### src/rtl/regfile_wb_queue_if.sv
// Writeback, register-file write port and bypass lookup signals of the writeback queue.
// The master side produces writebacks and lookups; the slave side is the queue itself.
interface regfile_wb_queue_if #(
  parameter int AW = 5,
  parameter int DW = 32
);
  logic          wb0_valid;
  logic [AW-1:0] wb0_reg;
  logic [DW-1:0] wb0_data;
  logic          wb1_valid;
  logic [AW-1:0] wb1_reg;
  logic [DW-1:0] wb1_data;
  logic          wb_ready;
  logic          rf_write_enable;
  logic [AW-1:0] rf_write_reg;
  logic [DW-1:0] rf_write_data;
  logic [AW-1:0] byp_reg1;
  logic [AW-1:0] byp_reg2;
  logic          byp_hit1;
  logic [DW-1:0] byp_data1;
  logic          byp_hit2;
  logic [DW-1:0] byp_data2;
  logic          empty;

  modport master (
    output wb0_valid, wb0_reg, wb0_data, wb1_valid, wb1_reg, wb1_data,
    output byp_reg1, byp_reg2,
    input  wb_ready, rf_write_enable, rf_write_reg, rf_write_data,
    input  byp_hit1, byp_data1, byp_hit2, byp_data2, empty
  );

  modport slave (
    input  wb0_valid, wb0_reg, wb0_data, wb1_valid, wb1_reg, wb1_data,
    input  byp_reg1, byp_reg2,
    output wb_ready, rf_write_enable, rf_write_reg, rf_write_data,
    output byp_hit1, byp_data1, byp_hit2, byp_data2, empty
  );
endinterface

### src/rtl/regfile_wb_queue.sv
// Program-ordered writeback queue in front of the 2R/1W register file: accepts two
// results per cycle, drains one per cycle, and exposes pending values for bypass.
module regfile_wb_queue #(
  parameter int DEPTH = 4,
  parameter int AW    = 5,
  parameter int DW    = 32
) (
  input logic              clk,
  input logic              reset,
  regfile_wb_queue_if.slave bus
);
  localparam int PW = $clog2(DEPTH);
  localparam int CW = PW + 1;

  logic [AW-1:0] regMem_q  [DEPTH];
  logic [DW-1:0] dataMem_q [DEPTH];
  logic [PW-1:0] head_q, head_d;
  logic [PW-1:0] tail_q, tail_d;
  logic [CW-1:0] count_q, count_d;

  logic          wbReady, isEmpty, keep0, keep1, deq;
  logic [CW-1:0] keptCount;
  logic          wrEn0, wrEn1;
  logic [AW-1:0] wrReg0, wrReg1;
  logic [DW-1:0] wrData0, wrData1;
  logic [PW-1:0] wrIdx1, idx;
  logic          hit1, hit2;
  logic [DW-1:0] data1, data2;

  // Ready looks only at the registered count, so a same-cycle drain never helps.
  assign wbReady = (count_q <= CW'(DEPTH - 2));
  assign isEmpty = (count_q == '0);
  assign keep0   = wbReady && bus.wb0_valid && (bus.wb0_reg != '0);
  assign keep1   = wbReady && bus.wb1_valid && (bus.wb1_reg != '0);
  assign deq     = !isEmpty;
  assign wrIdx1  = tail_q + PW'(1);

  always_comb begin
    wrEn0     = 1'b0;
    wrEn1     = 1'b0;
    wrReg0    = bus.wb0_reg;
    wrData0   = bus.wb0_data;
    wrReg1    = bus.wb1_reg;
    wrData1   = bus.wb1_data;
    keptCount = '0;
    if (keep0 && keep1) begin
      wrEn0     = 1'b1;
      wrEn1     = 1'b1;
      keptCount = CW'(2);
    end else if (keep0 || keep1) begin
      wrEn0     = 1'b1;
      wrReg0    = keep0 ? bus.wb0_reg  : bus.wb1_reg;
      wrData0   = keep0 ? bus.wb0_data : bus.wb1_data;
      keptCount = CW'(1);
    end
    head_d  = deq ? head_q + PW'(1) : head_q;
    tail_d  = tail_q + PW'(keptCount);
    count_d = count_q + keptCount - {{(CW-1){1'b0}}, deq};
  end

  // Walk oldest to youngest so the last match left standing is the youngest one.
  always_comb begin
    hit1  = 1'b0;
    hit2  = 1'b0;
    data1 = '0;
    data2 = '0;
    idx   = head_q;
    for (int i = 0; i < DEPTH; i++) begin
      idx = head_q + PW'(i);
      if (CW'(i) < count_q) begin
        if (bus.byp_reg1 != '0 && regMem_q[idx] == bus.byp_reg1) begin
          hit1  = 1'b1;
          data1 = dataMem_q[idx];
        end
        if (bus.byp_reg2 != '0 && regMem_q[idx] == bus.byp_reg2) begin
          hit2  = 1'b1;
          data2 = dataMem_q[idx];
        end
      end
    end
  end

  always_ff @(posedge clk) begin
    if (reset) begin
      head_q  <= '0;
      tail_q  <= '0;
      count_q <= '0;
    end else begin
      head_q  <= head_d;
      tail_q  <= tail_d;
      count_q <= count_d;
      if (wrEn0) begin
        regMem_q[tail_q]  <= wrReg0;
        dataMem_q[tail_q] <= wrData0;
      end
      if (wrEn1) begin
        regMem_q[wrIdx1]  <= wrReg1;
        dataMem_q[wrIdx1] <= wrData1;
      end
    end
  end

  // The head write is suppressed while reset is held so a discarded entry never commits.
  assign bus.rf_write_enable = deq && !reset;
  assign bus.rf_write_reg    = isEmpty ? '0 : regMem_q[head_q];
  assign bus.rf_write_data   = isEmpty ? '0 : dataMem_q[head_q];
  assign bus.wb_ready        = wbReady;
  assign bus.empty           = isEmpty;
  assign bus.byp_hit1        = hit1;
  assign bus.byp_data1       = data1;
  assign bus.byp_hit2        = hit2;
  assign bus.byp_data2       = data2;
endmodule
### src/flat_wrapper.sv
// flat-port wrapper written by rule: the top's interface ports become plain ports
module regfile_wb_queue_flat 
#(
  parameter int DEPTH = 4,
  parameter int AW    = 5,
  parameter int DW    = 32
)
  (clk, reset, bus_wb0_valid, bus_wb0_reg, bus_wb0_data, bus_wb1_valid, bus_wb1_reg, bus_wb1_data, bus_byp_reg1, bus_byp_reg2, bus_wb_ready, bus_rf_write_enable, bus_rf_write_reg, bus_rf_write_data, bus_byp_hit1, bus_byp_data1, bus_byp_hit2, bus_byp_data2, bus_empty);
  regfile_wb_queue_if #(.AW(AW), .DW(DW)) bus_i ();
  input logic clk;
  input logic reset;
  input wire logic [$bits(bus_i.wb0_valid)-1:0] bus_wb0_valid;
  input wire logic [$bits(bus_i.wb0_reg)-1:0] bus_wb0_reg;
  input wire logic [$bits(bus_i.wb0_data)-1:0] bus_wb0_data;
  input wire logic [$bits(bus_i.wb1_valid)-1:0] bus_wb1_valid;
  input wire logic [$bits(bus_i.wb1_reg)-1:0] bus_wb1_reg;
  input wire logic [$bits(bus_i.wb1_data)-1:0] bus_wb1_data;
  input wire logic [$bits(bus_i.byp_reg1)-1:0] bus_byp_reg1;
  input wire logic [$bits(bus_i.byp_reg2)-1:0] bus_byp_reg2;
  output wire logic [$bits(bus_i.wb_ready)-1:0] bus_wb_ready;
  output wire logic [$bits(bus_i.rf_write_enable)-1:0] bus_rf_write_enable;
  output wire logic [$bits(bus_i.rf_write_reg)-1:0] bus_rf_write_reg;
  output wire logic [$bits(bus_i.rf_write_data)-1:0] bus_rf_write_data;
  output wire logic [$bits(bus_i.byp_hit1)-1:0] bus_byp_hit1;
  output wire logic [$bits(bus_i.byp_data1)-1:0] bus_byp_data1;
  output wire logic [$bits(bus_i.byp_hit2)-1:0] bus_byp_hit2;
  output wire logic [$bits(bus_i.byp_data2)-1:0] bus_byp_data2;
  output wire logic [$bits(bus_i.empty)-1:0] bus_empty;
  assign bus_i.wb0_valid = bus_wb0_valid;
  assign bus_i.wb0_reg = bus_wb0_reg;
  assign bus_i.wb0_data = bus_wb0_data;
  assign bus_i.wb1_valid = bus_wb1_valid;
  assign bus_i.wb1_reg = bus_wb1_reg;
  assign bus_i.wb1_data = bus_wb1_data;
  assign bus_i.byp_reg1 = bus_byp_reg1;
  assign bus_i.byp_reg2 = bus_byp_reg2;
  assign bus_wb_ready = bus_i.wb_ready;
  assign bus_rf_write_enable = bus_i.rf_write_enable;
  assign bus_rf_write_reg = bus_i.rf_write_reg;
  assign bus_rf_write_data = bus_i.rf_write_data;
  assign bus_byp_hit1 = bus_i.byp_hit1;
  assign bus_byp_data1 = bus_i.byp_data1;
  assign bus_byp_hit2 = bus_i.byp_hit2;
  assign bus_byp_data2 = bus_i.byp_data2;
  assign bus_empty = bus_i.empty;
  regfile_wb_queue #(.DEPTH(DEPTH), .AW(AW), .DW(DW)) u_core (.clk(clk), .reset(reset), .bus(bus_i));
endmodule
### config.mk
export PLATFORM = sky130hd
export DESIGN_NAME = regfile_wb_queue_flat
export DESIGN_NICKNAME = d
export VERILOG_FILES = /design/src/rtl/regfile_wb_queue_if.sv /design/src/rtl/regfile_wb_queue.sv /design/src/flat_wrapper.sv
export SDC_FILE = /design/constraint.sdc
export NUM_CORES = 1
export LEC_CHECK = 0
export ABC_AREA = 1
export BUFFER_PORTS_ARGS = -buffer_cell sky130_fd_sc_hd__buf_2
export CAP_MARGIN = 20
export CORE_ASPECT_RATIO = 1.75
export CORE_MARGIN = 3
export CORE_UTILIZATION = 35
export DETAILED_ROUTE_END_ITERATION = 7
export GPL_ROUTABILITY_DRIVEN = 0
export SYNTH_ARGS = -nofsm -noshare
export SYNTH_HDL_FRONTEND = slang
export SYNTH_SLANG_ARGS = --single-unit
### constraint.sdc
create_clock -name clk -period 8 [get_ports clk]
set_input_delay 0.8 -clock clk [delete_from_list [all_inputs] [get_ports clk]]
set_output_delay 0.8 -clock clk [all_outputs]
set_load 0.05 [all_outputs]
==> flow_results.org <==
** Place
- Number of input and output port buffers inserted :: 193
- The number of placed instances, taps included, is 2,811.
- Detailed placement ended at an HPWL of 36.43 mm.

** Floorplan
- In this run the standard cell core region covers 39,400 um2.
- Site Rows :: 96
- Once the floorplan was initialized, standard cells occupied 35.68% of the core.
- Die Ht :: 271.1 um
- Die Area :: 42,700 um2
- Top-level I/O count :: 194
- Die Width :: 157.5 um

** Synth
- Top_reg_cell synth :: sky130_fd_sc_hd__edfxtp_1
- Sequential-to-total area share from yosys stat :: 32.89%
- During synthesis, Yosys emitted a total of 0 warnings.
- Counting every instance in the synthesized netlist gives 2,267.
- The number of nets handed over by synthesis was 2,362.
- Count of state elements after synthesis :: 157
- In the synthesized netlist the async set-or-reset flop fraction comes to 0%.
- Area share of the largest cell type after synthesis :: 31.61%
- In this run the cell area of the synthesized design comes to 14,060 um2.
- In this run, synthesis inferred 148 flip-flops with an integrated enable.
- Cell type with the highest aggregate area in the netlist :: sky130_fd_sc_hd__edfxtp_1
- Each instance of the synthesized netlist takes up on average 6.201 um2.
- Yosys cell types :: 29
- By area the synthesized netlist is led by sky130_fd_sc_hd__edfxtp_1, sky130_fd_sc_hd__nand2_1, sky130_fd_sc_hd__o21ai_0.

** Clock tree
- TritonCTS created 17 clock buffers.
- Number of hold-repair buffers added at the cts stage :: 0
- Clock-pin slew on the worst setup and hold paths :: 70 ps
- Clock latency on the worst-skew pair, taken at its later pin, is 450 ps.
- CTS built an H-tree with a depth of 4.
- Once the clock tree was built, the resizer swapped 0 gates to a different size.
- CTS sink cnt :: 157
- Buffers inserted by post-CTS timing repair :: 0
- TritonCTS built the clock tree.
- Counting along the longest clock path gives a buffer depth of 2.
- Clock root buffer master :: sky130_fd_sc_hd__clkbuf_16

** Timing
- Hold is met by 569.1 ps.
- Unrepaired setup endpoints after global routing :: false
- Summed over all failing endpoints, the final setup total negative slack is 0 ps.
- Period Utilization, post-route :: 73.59%
- The hold violation total from the final report is 0.
- Static timing analysis puts the maximum clock frequency at 169.9 MHz.
- In this run the tightest slew margin relative to its limit is 28.17%.
- Subtracting the final worst setup slack from the clock period gives 5887 ps.
- Final-report max-slew violation count :: 0
- Transition time of the tightest slew-check pin :: 1077 ps
- Setup violations remaining at the end of the flow were counted as 0.
- On the final layout, the worst clock skew is 12.23 ps.

** Global route
- Met1 track demand over resource in global routing :: 25.80%
- Wire length of the first global-routing pass :: 81.11 mm
- The global routing stage identified its most utilized layer as met2.
- Pin count of the biggest net entering global routing :: 89
- Via count of the first global-routing pass :: 14,632
- Global routing consumed, on the met3 layer, 3.249% of the routing resources.
- Total Routing Usage GR :: 24.55%
- Antenna violations before repair :: 1
- Total congestion overflow :: 0
- For this run, global-route usage on met2 was measured as 44.64%.

** Route
- Detailed-routing iteration count for the pre-antenna-repair pass :: 6
- Dividing the detail-routed via count by the number of cells gives 5.456.
- In this run the remaining antenna-violating nets after routing total 0.
- The final layout contains routed wiring with a total length of 53.60 mm.
- In the routed design, unresolved DRC markers number 0.
- In this run, the number of DRC markers left after iteration 0 of detailed routing was 1,324.
- The final route contains 15,522 vias.
- In the final routed layout, each cell accounts on average for 18.84 um.

** Min path
- In this run the most critical hold path is launched from u_core.count_q[2].
- The min-delay analysis places its worst path in the category reg -> reg.

** Setup path
- Sort of element at the end of the critical path :: output pin
- In this run the critical register-to-register path is launched from u_core.count_q[2].
- STA puts the critical path data required time at 7200 ps.
- STA classifies the critical path startpoint as a flip-flop.
- Category of the critical setup timing path :: reg -> out
- Along the worst path, the maximum fanout reaches 71.
- Startpoint of the most critical setup path :: u_core.head_q[0]
- Worst EP arrival :: 5090 ps

** Layout
- From synthesis to final layout, the design area changed by 12.91%.
- Leaving out fill and tap cells, the most frequent cell in the layout is sky130_fd_sc_hd__nand2_1.
- Ratio of cells with drive above 1 in the final layout :: 11.72%
- Nets :: 2,436
- Final Instance Count excl. Fillers :: 2,845
- Cells fill 40.29% of the core in the end.
- Leaving out fill and tap cells, the most frequent cells in the layout are sky130_fd_sc_hd__nand2_1, sky130_fd_sc_hd__o21ai_0, sky130_fd_sc_hd__nor2_1.

** Flow run
- Max-cap violations in this run came to 0.

** Run status
- Result of the run :: complete, no violations

** Power and ir drop
- Sum of internal, switching and leakage power :: 6.373 mW
- Across the VDD grid, the largest voltage drop is 0.0001716 V.
- In this run the power density over the cells is 401.5 nW/um2.
- For this design the static power due to leakage is 7.318 nW.
## Yosys cell counts, types with 3 or more instances
cell and count:
sky130_fd_sc_hd__buf_1 15, sky130_fd_sc_hd__inv_1 191, sky130_fd_sc_hd__buf_4 15, sky130_fd_sc_hd__edfxtp_1 148
sky130_fd_sc_hd__nor2_1 329, sky130_fd_sc_hd__xor2_1 12, sky130_fd_sc_hd__dfxtp_1 9, sky130_fd_sc_hd__nand2_2 5
sky130_fd_sc_hd__a22oi_1 32, sky130_fd_sc_hd__mux2i_1 33, sky130_fd_sc_hd__buf_2 47, sky130_fd_sc_hd__nand3_1 106
sky130_fd_sc_hd__ha_1 6, sky130_fd_sc_hd__clkbuf_1 81, sky130_fd_sc_hd__o21ai_0 355, sky130_fd_sc_hd__nand2_1 720
sky130_fd_sc_hd__nor2_2 5, sky130_fd_sc_hd__o22ai_1 4, sky130_fd_sc_hd__a21oi_1 106, sky130_fd_sc_hd__o221ai_1 32
sky130_fd_sc_hd__nand4_1 4, sky130_fd_sc_hd__inv_2 3
## worst paths after layout
path         cells past startpoint                       to  slack (ps)
min reg2reg                      2        u_core.count_q[2]         570
max                             15        bus_byp_data2[18]        2110
max reg2reg                     12  u_core.dataMem_q[1][31]        4480
min                              2        u_core.count_q[2]         570
## cells by family (layout without fill, tap and decap cells)
| logic type | Yosys count | in the layout | share of synthesized area [%] |
|---|---|---|---|
| adders and majority gates | 7 | 7 | 0.6764 |
| muxes | 33 | 33 | 2.350 |
| AOI/OAI and AO/OA | 531 | 531 | 20.41 |
| DFF | 157 | 157 | 32.89 |
| buffers and inverters | 352 | 439 | 10.22 |
| xor gates and xnor gates | 12 | 12 | 0.7476 |
| other | 0 | 1 | 0 |
| and+or+nand+nor | 1175 | 1175 | 32.71 |
## critical path: stages (launching register included)
cell and delay (ps):
sky130_fd_sc_hd__dfxtp_4 800, sky130_fd_sc_hd__inv_2 370, sky130_fd_sc_hd__nand2_2 870, sky130_fd_sc_hd__nand2_2 370, sky130_fd_sc_hd__nand2_1 220, sky130_fd_sc_hd__nand2_1 70
sky130_fd_sc_hd__nand2_1 60, sky130_fd_sc_hd__nand2_1 70, sky130_fd_sc_hd__nor2_1 180, sky130_fd_sc_hd__nand3_4 590, sky130_fd_sc_hd__nor2_1 290, sky130_fd_sc_hd__nor2_1 60
sky130_fd_sc_hd__nand2_1 100, sky130_fd_sc_hd__nand2_1 50, sky130_fd_sc_hd__nand2_1 140, sky130_fd_sc_hd__buf_2 300
## through the flow
| stage | cell area [um2] | setup WS [ps] |
|---|---|---|
| final | 15870 | 2113 |
| after global routing | 15870 | 1693 |
| after CTS | 15840 | 2028 |
| after detailed placement | 15250 | 2494 |
| after global placement | 15250 | 2628 |
| after floorplan | 14060 | 4049 |
## sequential cells by signal (all words and copies together), names as in the netlist, named ones only
name	count
u_core.count_q	3
u_core.dataMem_q	128
u_core.head_q	2
u_core.regMem_q	20
u_core.tail_q	2
## cell type report
class / instances / area [um2]
fill: 4148 / 23520
multi-input combinational: 1758 / 8165
sequential: 157 / 4631
timing repair buffer: 213 / 1136
inverter: 194 / 728.2
tap: 490 / 613.1
clock buffer: 17 / 425.4
clock inverter: 15 / 172.7
antenna: 1 / 2.502
## power breakdown
group          internal, mW  switching (mW)
Clock                 0.489           0.349
Sequential             1.14           0.124
Combinational         0.991            3.28
## layer usage
layer,routed length [um],share of wire (%)
met1,19160,36
met2,27890,52
met3,3147,5.9
met4,3408,6.4
met5,0,0
Power figures use the tool's default switching activity.
